`src/rtl/read_queue_scheduler_pkg.sv`:
```
// Shared scheduler definitions for the read and write queue arbiters:
// FSM state encoding, queue-index type and default sizing constants.
package read_queue_scheduler_pkg;

  localparam int DEF_NUM_QUEUES   = 8;
  localparam int DEF_QID_WIDTH    = 3;
  localparam int DEF_WEIGHT_WIDTH = 4;

  typedef enum logic [1:0] {
    IDLE  = 2'd0,
    GRANT = 2'd1,
    XFER  = 2'd2
  } sched_state_t;

  typedef logic [DEF_QID_WIDTH-1:0] qid_t;

endpackage

```
`src/rtl/read_queue_scheduler_selector.sv`:
```
// read_queue_selector: combinational queue pick (strict priority, or
// weighted round robin when READ_WRR_EN is defined) plus the WRR credit
// registers. Credits only move on a grant taken while in WRR mode.
module read_queue_selector
  import read_queue_scheduler_pkg::*;
#(
  parameter int NUM_QUEUES   = DEF_NUM_QUEUES,
  parameter int QID_WIDTH    = DEF_QID_WIDTH,
  parameter int WEIGHT_WIDTH = DEF_WEIGHT_WIDTH
) (
  input  logic                               clk,
  input  logic                               rst,
  input  logic                               wrr_mode,
  input  logic [NUM_QUEUES-1:0]              q_nonempty,
  input  logic [NUM_QUEUES*WEIGHT_WIDTH-1:0] weights,
  input  logic                               take,
  output logic [QID_WIDTH-1:0]               sel_qid,
  output logic                               sel_valid
);

  logic [QID_WIDTH-1:0] sp_qid;

  assign sel_valid = |q_nonempty;

  // Strict priority: highest nonempty index wins (later iterations override).
  always_comb begin
    sp_qid = '0;
    for (int i = 0; i < NUM_QUEUES; i++)
      if (q_nonempty[i]) sp_qid = QID_WIDTH'(i);
  end

`ifdef READ_WRR_EN
  logic [NUM_QUEUES-1:0][WEIGHT_WIDTH-1:0] credit;
  logic [NUM_QUEUES-1:0][WEIGHT_WIDTH-1:0] reload_val;
  logic [NUM_QUEUES-1:0]                   eligible;
  logic [QID_WIDTH-1:0]                    wrr_qid;
  logic                                    reload;

  // Reload values (zero weight treated as one) and credit eligibility.
  always_comb begin
    reload_val = '0;
    eligible   = '0;
    wrr_qid    = '0;
    for (int i = 0; i < NUM_QUEUES; i++) begin
      reload_val[i] = weights[i*WEIGHT_WIDTH +: WEIGHT_WIDTH];
      if (reload_val[i] == '0) reload_val[i] = WEIGHT_WIDTH'(1);
      eligible[i] = q_nonempty[i] && (credit[i] != '0);
      if (eligible[i]) wrr_qid = QID_WIDTH'(i);
    end
  end

  // After a reload every credit is nonzero, so the WRR pick equals the SP pick.
  assign reload  = !(|eligible) && (|q_nonempty);
  assign sel_qid = (wrr_mode && !reload) ? wrr_qid : sp_qid;

  // Credit update on a WRR grant: reload-and-spend, or spend one credit.
  always_ff @(posedge clk) begin
    if (rst) begin
      credit <= '0;
    end else if (take && wrr_mode) begin
      if (reload) begin
        credit         <= reload_val;
        credit[sp_qid] <= reload_val[sp_qid] - WEIGHT_WIDTH'(1);
      end else begin
        credit[wrr_qid] <= credit[wrr_qid] - WEIGHT_WIDTH'(1);
      end
    end
  end
`else
  logic unused_inputs;
  assign unused_inputs = ^{clk, rst, wrr_mode, weights, take};
  assign sel_qid       = sp_qid;
`endif

endmodule

```
`src/rtl/read_queue_scheduler.sv`:
```
// read_queue_scheduler: picks a packet queue, issues a one-cycle dequeue
// request to the SRAM read controller, and streams the packet through a
// one-entry output register with valid/ready handshaking.
// Optional WRR selection is enabled with the READ_WRR_EN macro.
module read_queue_scheduler
  import read_queue_scheduler_pkg::*;
#(
  parameter int NUM_QUEUES   = DEF_NUM_QUEUES,
  parameter int QID_WIDTH    = DEF_QID_WIDTH,
  parameter int DATA_WIDTH   = 16,
  parameter int WEIGHT_WIDTH = DEF_WEIGHT_WIDTH
) (
  input  logic                               clk,
  input  logic                               rst,
  input  logic                               sp0_wrr1,
  input  logic [NUM_QUEUES-1:0]              q_nonempty,
  input  logic [NUM_QUEUES*WEIGHT_WIDTH-1:0] weights,
  output logic                               rd_req,
  output logic [QID_WIDTH-1:0]               rd_qid,
  input  logic                               rd_valid,
  input  logic [DATA_WIDTH-1:0]              rd_data,
  input  logic                               rd_eop,
  output logic                               rd_ready,
  output logic                               out_valid,
  output logic [DATA_WIDTH-1:0]              out_data,
  output logic                               out_sop,
  output logic                               out_eop,
  input  logic                               out_ready,
  output logic                               busy
);

  sched_state_t         state, state_next;
  logic [QID_WIDTH-1:0] sel_qid;
  logic                 sel_valid;
  logic                 take;
  logic                 accept;
  logic                 out_fire;
  logic                 eop_taken;
  logic                 sop_pending;

  read_queue_selector #(
    .NUM_QUEUES  (NUM_QUEUES),
    .QID_WIDTH   (QID_WIDTH),
    .WEIGHT_WIDTH(WEIGHT_WIDTH)
  ) u_sel (
    .clk       (clk),
    .rst       (rst),
    .wrr_mode  (sp0_wrr1),
    .q_nonempty(q_nonempty),
    .weights   (weights),
    .take      (take),
    .sel_qid   (sel_qid),
    .sel_valid (sel_valid)
  );

  assign accept   = rd_valid && rd_ready;
  assign out_fire = out_valid && out_ready;

  // State register.
  always_ff @(posedge clk) begin
    if (rst) state <= IDLE;
    else     state <= state_next;
  end

  // Next state and handshake outputs.
  always_comb begin
    state_next = state;
    rd_req     = 1'b0;
    rd_ready   = 1'b0;
    busy       = 1'b0;
    take       = 1'b0;
    case (state)
      IDLE: begin
        if (sel_valid) begin
          take       = 1'b1;
          state_next = GRANT;
        end
      end
      GRANT: begin
        rd_req     = 1'b1;
        busy       = 1'b1;
        state_next = XFER;
      end
      XFER: begin
        busy     = 1'b1;
        rd_ready = (!out_valid || out_ready) && !eop_taken;
        if (out_fire && out_eop) state_next = IDLE;
      end
      default: state_next = IDLE;
    endcase
  end

  // Granted queue id, packet framing flags and the output register.
  always_ff @(posedge clk) begin
    if (rst) begin
      rd_qid      <= '0;
      eop_taken   <= 1'b0;
      sop_pending <= 1'b0;
      out_valid   <= 1'b0;
      out_data    <= '0;
      out_sop     <= 1'b0;
      out_eop     <= 1'b0;
    end else begin
      if (take) rd_qid <= sel_qid;
      if (state == GRANT) begin
        sop_pending <= 1'b1;
        eop_taken   <= 1'b0;
      end
      if (accept) begin
        out_valid   <= 1'b1;
        out_data    <= rd_data;
        out_sop     <= sop_pending;
        out_eop     <= rd_eop;
        sop_pending <= 1'b0;
        if (rd_eop) eop_taken <= 1'b1;
      end else if (out_fire) begin
        out_valid <= 1'b0;
        out_sop   <= 1'b0;
        out_eop   <= 1'b0;
      end
    end
  end

endmodule

```
`config.mk`:
```
export PLATFORM = sky130hd
export DESIGN_NAME = read_queue_scheduler
export DESIGN_NICKNAME = d
export VERILOG_FILES = /design/src/rtl/read_queue_scheduler_pkg.sv /design/src/rtl/read_queue_scheduler_selector.sv /design/src/rtl/read_queue_scheduler.sv
export SDC_FILE = /design/constraint.sdc
export NUM_CORES = 1
export LEC_CHECK = 0
export CELL_PAD_IN_SITES_DETAIL_PLACEMENT = 1
export CELL_PAD_IN_SITES_GLOBAL_PLACEMENT = 2
export CORE_ASPECT_RATIO = 1.4
export CORE_MARGIN = 3
export CORE_UTILIZATION = 17
export DETAILED_ROUTE_END_ITERATION = 6
export PLACE_DENSITY = 0.79
export SYNTH_ARGS = -nofsm -noshare
export SYNTH_HDL_FRONTEND = slang
export SYNTH_SLANG_ARGS = --single-unit
```
`constraint.sdc`:
```
create_clock -name clk -period 1.6 [get_ports clk]
set_input_delay 0.24 -clock clk [delete_from_list [all_inputs] [get_ports clk]]
set_output_delay 0.24 -clock clk [all_outputs]
set_load 0.01 [all_outputs]
```
==> flow_summary.ini, run 1 <==
[cts]
clk_pin_slew_ps = 100
post_cts_buffers = 0
clockRootBuffer = clkbuf_8
cts_max_path_buffers = 2
cts_tree = yes
clkLatencyLatePin_ps = 270
numCtsBuffers = 3
cts_max_level = 1
cts.sinks = 26

[layout]
multiInputGateArea_sq_um = 552
layout.nets = 256
instances_no_fill = 262
drive_above_1_share_pct = 22.1
n_antenna_cell = 0
syn_to_final_growth_pct = 67.1
fillers = 747
postLayoutCoreUtil_pct = 29.9
layout_commonest_cell = clkdlybuf4s50_1
layout_common_cells = 50 x clkdlybuf4s50_1, 33 x nand2_1, 23 x dfxtp_1, 12 x a21oi_1, 10 x buf_4
regArea_sq_um = 524

[timing]
skew_ps = 7.07
maxSlewViolCount = 0
finalHoldViolCount = 0
setup_viol = 0
hold_ws_ps = 461
worst_pin_slew_ps = 327
rsz0062_at_grt = no
layout_setup_ws_ps = 105
min_period_over_period_pct = 93.4
slew_headroom_pct = 78.0
max_freq_ghz = 0.669
finalCriticalPeriod_ps = 1490

[critical_path]
endpoint_kind = primary output
critPathKind = reg -> out
rrSetupSlack_ps = 150
reg2reg_to = out_data[14]
worstPathRequired_ps = 1360
critPathSlowestCell = dfxtp_2
worstPathMaxFanout = 3
arrival_ps = 1250
ff2ff_path_depth = 7
r2r-start = state[0]
worstPathCellList = inv_1 > ha_1 > dlygate4sd2_1
start_kind = flop
crit_path_max_incr_delay_ps = 340

[grt]
grt_pass1_vias = 1141
antenna_found_initial = 0
grt_usage_pct = 8.85
overflow = 0
grt_start_max_net_pins = 28
grt_pass1_wl_microns = 5240

[yosys]
synth_area_leader_cell = dfxtp_1
ys_ff_latch = 26
netlist_area_sq_mm = 0.00114
seq_area_frac_synth_pct = 45.5
yosys-top-cells-area = dfxtp_1 46%, nand2_1 11%, a21oi_2 6.9%
synth_top_area_share_pct = 45.5
syn_nets = 191
ys.warnings.count = 0
synth.avg_cell_area_sq_um = 9.08
yosysUniqueCellTypes = 30
syn_inst = 126

[pwr]
peakVddDrop_mv = 0.319
pwr_density_cell_mw_per_mm2 = 911
p_leak_nw = 0.688

[floorplanning]
fp.dieArea_sq_mm = 0.00776
coreArea_sq_mm = 0.00638
ios = 87
initial_core_util_pct = 17.9
die_w_microns = 75.3
rows = 34
die_height_microns = 103

[job]
maxCapViolCount = 0

[outcome]
status = completed

[hold_path]
whs_path_depth = 2
hold_end = out_data[13]
hold_class = reg -> reg
worstHoldStart = out_data[13]

[detailed_routing]
via_count = 1106
via_per_inst = 4.22
drc_errors = 0
routedWlPerCell_microns = 12.4
ant_nets = 0
firstDrtPassIters = 2
first_iter_violations = 31
wl_microns = 3240

[placement]
place_hpwl_microns = 2360
place_congestion = 0.733
numPortBuffers = 53
place_ws_ps = -187
dp.cells = 258
[worst max path at each step]
stage	startpoint	to	slack, ps	depth (start not counted)
after floorplan	state[0]	out_data[10]	270	7
after global placement	out_ready	rd_ready	-210	4
after detailed placement	out_ready	rd_ready	-190	4
after CTS	state[0]	rd_ready	20	4
after global routing	state[0]	out_data[12]	20	7
final	state[0]	busy	110	3
[metal layers]
metal  share of wire, %  global-route usage, %  up-vias
li1                   -                      -      552
met1                 40                   9.16      515
met2                 52                   16.6       35
met3                7.2                   2.83        4
met4               0.83                   2.42        0
met5                  0                      0        -
[per-stage QoR]
stage / TNS [ps] / area [sq um] / total power, mW
2_1_floorplan: 0 / 1140 / 0.957
3_3_place_gp: -1670 / 1840 / 1.22
3_5_place_dp: -1140 / 1840 / 1.22
4_1_cts: 0 / 1910 / 1.79
5_1_grt: 0 / 1910 / 1.86
6_report: 0 / 1910 / 1.74
[cell type report]
cell class              count  area share, %
multi-input cells          90           28.9
clock inverters             1           1.57
inverters                   4          0.786
well taps                  72           4.72
repair buffers             66           34.4
flip-flops and latches     26           27.4
clock buffers               3           2.16
[where the power goes]
part / switching, mW / internal, mW / total [mW] / leakage [nW]
logic: 0.199 / 0.259 / 0.458 / 0.440
clock network: 0.219 / 0.335 / 0.554 / 0.0357
registers: 0.0276 / 0.701 / 0.728 / 0.213
[state kept, by name (all words and copies together), names as in the netlist]
register and flops:
rd_qid 3, state 2, out_data 16, out_valid 1
out_sop 1, out_eop 1, sop_pending 1, eop_taken 1
[logic make-up after synthesis]
| logic type | after synthesis | share of synthesized area, % |
|---|---|---|
| multiplexers | 1 | 0.875 |
| flip-flops | 26 | 45.5 |
| adder cells (fa/ha/maj) | 3 | 3.28 |
| AND/OR/NAND/NOR | 59 | 27.4 |
| AO/OA/AOI/OAI | 27 | 16.2 |
| buffers and inverters | 10 | 6.78 |
[timing repair]
item                                   CTS  global route
setup endpoints to repair                3             5
gates resized for setup                  7             4
hold buffers                             0             0
endpoints found under the hold margin    0             0
[synthesized netlist by cell type, drive strengths merged]
master       instances
nand2               35
dfxtp               26
a21oi               21
nor3                 5
buf                  4
inv                  4
nand2b               4
nor2                 4
ha                   3
nand3                3
nor4                 3
a21o                 2
nor2b                2
a221oi               1
a32oi                1
and3b                1
and4b                1
clkbuf               1
dlygate4sd1          1
mux2i                1
nand4b               1
o21ai                1
o32ai                1
[worst max-delay path: cells and delay by family (launching register included)]
kind                     cells  cell delay (ps)
flip-flops                   1              340
adder cells (fa/ha/maj)      1              290
buffers and inverters        2              360
No activity file was read; power rests on OpenSTA's default activity.
==> run 2: changes to the inputs <==
--- a/config.mk
+++ b/config.mk
@@ -12,6 +12,7 @@
 export CORE_UTILIZATION = 17
 export DETAILED_ROUTE_END_ITERATION = 6
 export PLACE_DENSITY = 0.79
+export SKIP_CTS_REPAIR_TIMING = 1
 export SYNTH_ARGS = -nofsm -noshare
 export SYNTH_HDL_FRONTEND = slang
 export SYNTH_SLANG_ARGS = --single-unit
==> run 2 against run 1 <==
  * Critical endpoint is now rd_ready
  * Worst setup slack worse by 22 ps
  * Clock skew hardly changed
  * Register-to-register slack hardly changed
  * Utilization is 0.20 points higher
  * Die area stayed put
  * Power is 0.44% higher
  * Flip-flop and latch count stayed put
  * Highest routed layer unchanged
  * Clock power hardly changed
  * Sequential power hardly changed
  * Critical path depth is 1 higher
  * Cell count stayed put
  * Critical path type unchanged
==> flow_summary.ini, run 2 (same netlist as run 1, synthesis figures left out) <==
[outcome]
status = completed

[layout]
layout_common_cells = 50 x clkdlybuf4s50_1, 33 x nand2_1, 23 x dfxtp_1, 12 x a21oi_1, 10 x buf_4
layout_commonest_cell = clkdlybuf4s50_1
largest_reg_flops = 16
largest-register = out_data
fin_area_sq_mm = 0.00192
regArea_sq_um = 524
layout.nets = 256
drive_above_1_share_pct = 21.1
instances_no_fill = 262
syn_to_final_growth_pct = 68.2
largestRegisters = out_data: 16 flops, rd_qid: 3 flops, state: 2 flops
multiInputGateArea_sq_um = 549
n_antenna_cell = 0
fillers = 748

[floorplanning]
rows = 34
die_w_microns = 75.3
coreArea_sq_mm = 0.00638
initial_core_util_pct = 17.9
ios = 87
die_height_microns = 103
fp.dieArea_sq_mm = 0.00776

[timing]
finalHoldViolCount = 0
skew_ps = 7.17
slew_headroom_pct = 78.0
setup_viol = 0
finalCriticalPeriod_ps = 1520
min_period_over_period_pct = 94.8
tns_ps = 0
hold_ws_ps = 461
maxSlewViolCount = 0
max_freq_ghz = 0.659
worst_pin_slew_ps = 327

[detailed_routing]
via_count = 1104
ant_nets = 0
firstDrtPassIters = 2
first_iter_violations = 35
drc_errors = 0
wl_microns = 3240
via_per_inst = 4.21
routedWlPerCell_microns = 12.3

[grt]
grt_start_max_net_pins = 28
antenna_found_initial = 0
overflow = 0
grt_usage_pct = 8.75
grt_pass1_vias = 1131
grt_pass1_wl_microns = 5180

[critical_path]
endpoint_kind = primary output
arrival_ps = 1280
worstPathRequired_ps = 1360
worstPathMaxFanout = 3
critPathKind = reg -> out
start_kind = flop

[hold_path]
hold_class = reg -> reg

[placement]
place_area_sq_mm = 0.00184
place_congestion = 0.733
place_hpwl_microns = 2360
numPortBuffers = 53
dp.cells = 258

[cts]
numCtsBuffers = 3
cts_max_level = 1
clk_pin_slew_ps = 100
clkLatencyLatePin_ps = 270
clockRootBuffer = clkbuf_8
cts_max_path_buffers = 2
cts.sinks = 26
cts_tree = yes

[job]
maxCapViolCount = 0

[pwr]
peakVddDrop_mv = 0.319
pwr_density_cell_mw_per_mm2 = 909
p_leak_nw = 0.727
-- run 2: cell count changes in the layout (fill, tap and decap cells not counted), sizes merged --
cell,before,now
dlymetal6s2s,0,3
clkbuf,4,3
dlygate4sd2,2,0
-- run 2: cell type report --
| type | count | share of cell area (%) |
|---|---|---|
| sequential | 26 | 27.3 |
| clock buffer | 3 | 2.15 |
| multi-input combinational | 90 | 28.6 |
| timing repair buffer | 66 | 35.0 |
| inverter | 4 | 0.781 |
| clock inverter | 1 | 1.56 |
| tap | 72 | 4.68 |
-- run 2: routing by layer --
layer  track usage [%]  up-vias  wire length (microns)
li1                  -      552                      -
met1              9.10      513                   1300
met2              16.4       35                   1670
met3              2.83        4                    234
met4              2.42        0                     27
met5                 0        -                      0
-- run 2: report_power, final --
| group | switching, mW | total (mW) | internal [mW] |
|---|---|---|---|
| Sequential | 0.0275 | 0.728 | 0.701 |
| Clock | 0.219 | 0.554 | 0.335 |
| Combinational | 0.198 | 0.466 | 0.268 |
| Total | 0.445 | 1.75 | 1.30 |
-- run 2: metrics by stage --
step / util, % / setup WS (ps) / power (mW)
after global routing: 30.1 / -0.882 / 1.87
after CTS: 29.9 / -273 / 1.80
final: 30.1 / 83.4 / 1.75
after detailed placement: 28.8 / -187 / 1.22
after floorplan: - / 272 / 0.957
after global placement: 28.8 / -213 / 1.22
-- run 2: worst max-delay path: stages, from the launching register on --
cell,delay [ps]
dfxtp_2,340
inv_1,70
ha_1,220
and3b_2,210
dlymetal6s2s_1,170
-- run 2: path summary, 6_finish.rpt --
check,slack [ps],cells after the start,start,endpoint
max,80,4,state[0],rd_ready
max reg2reg,150,7,state[0],out_eop
min,460,2,out_data[13],out_data[13]
min reg2reg,460,2,out_data[13],out_data[13]
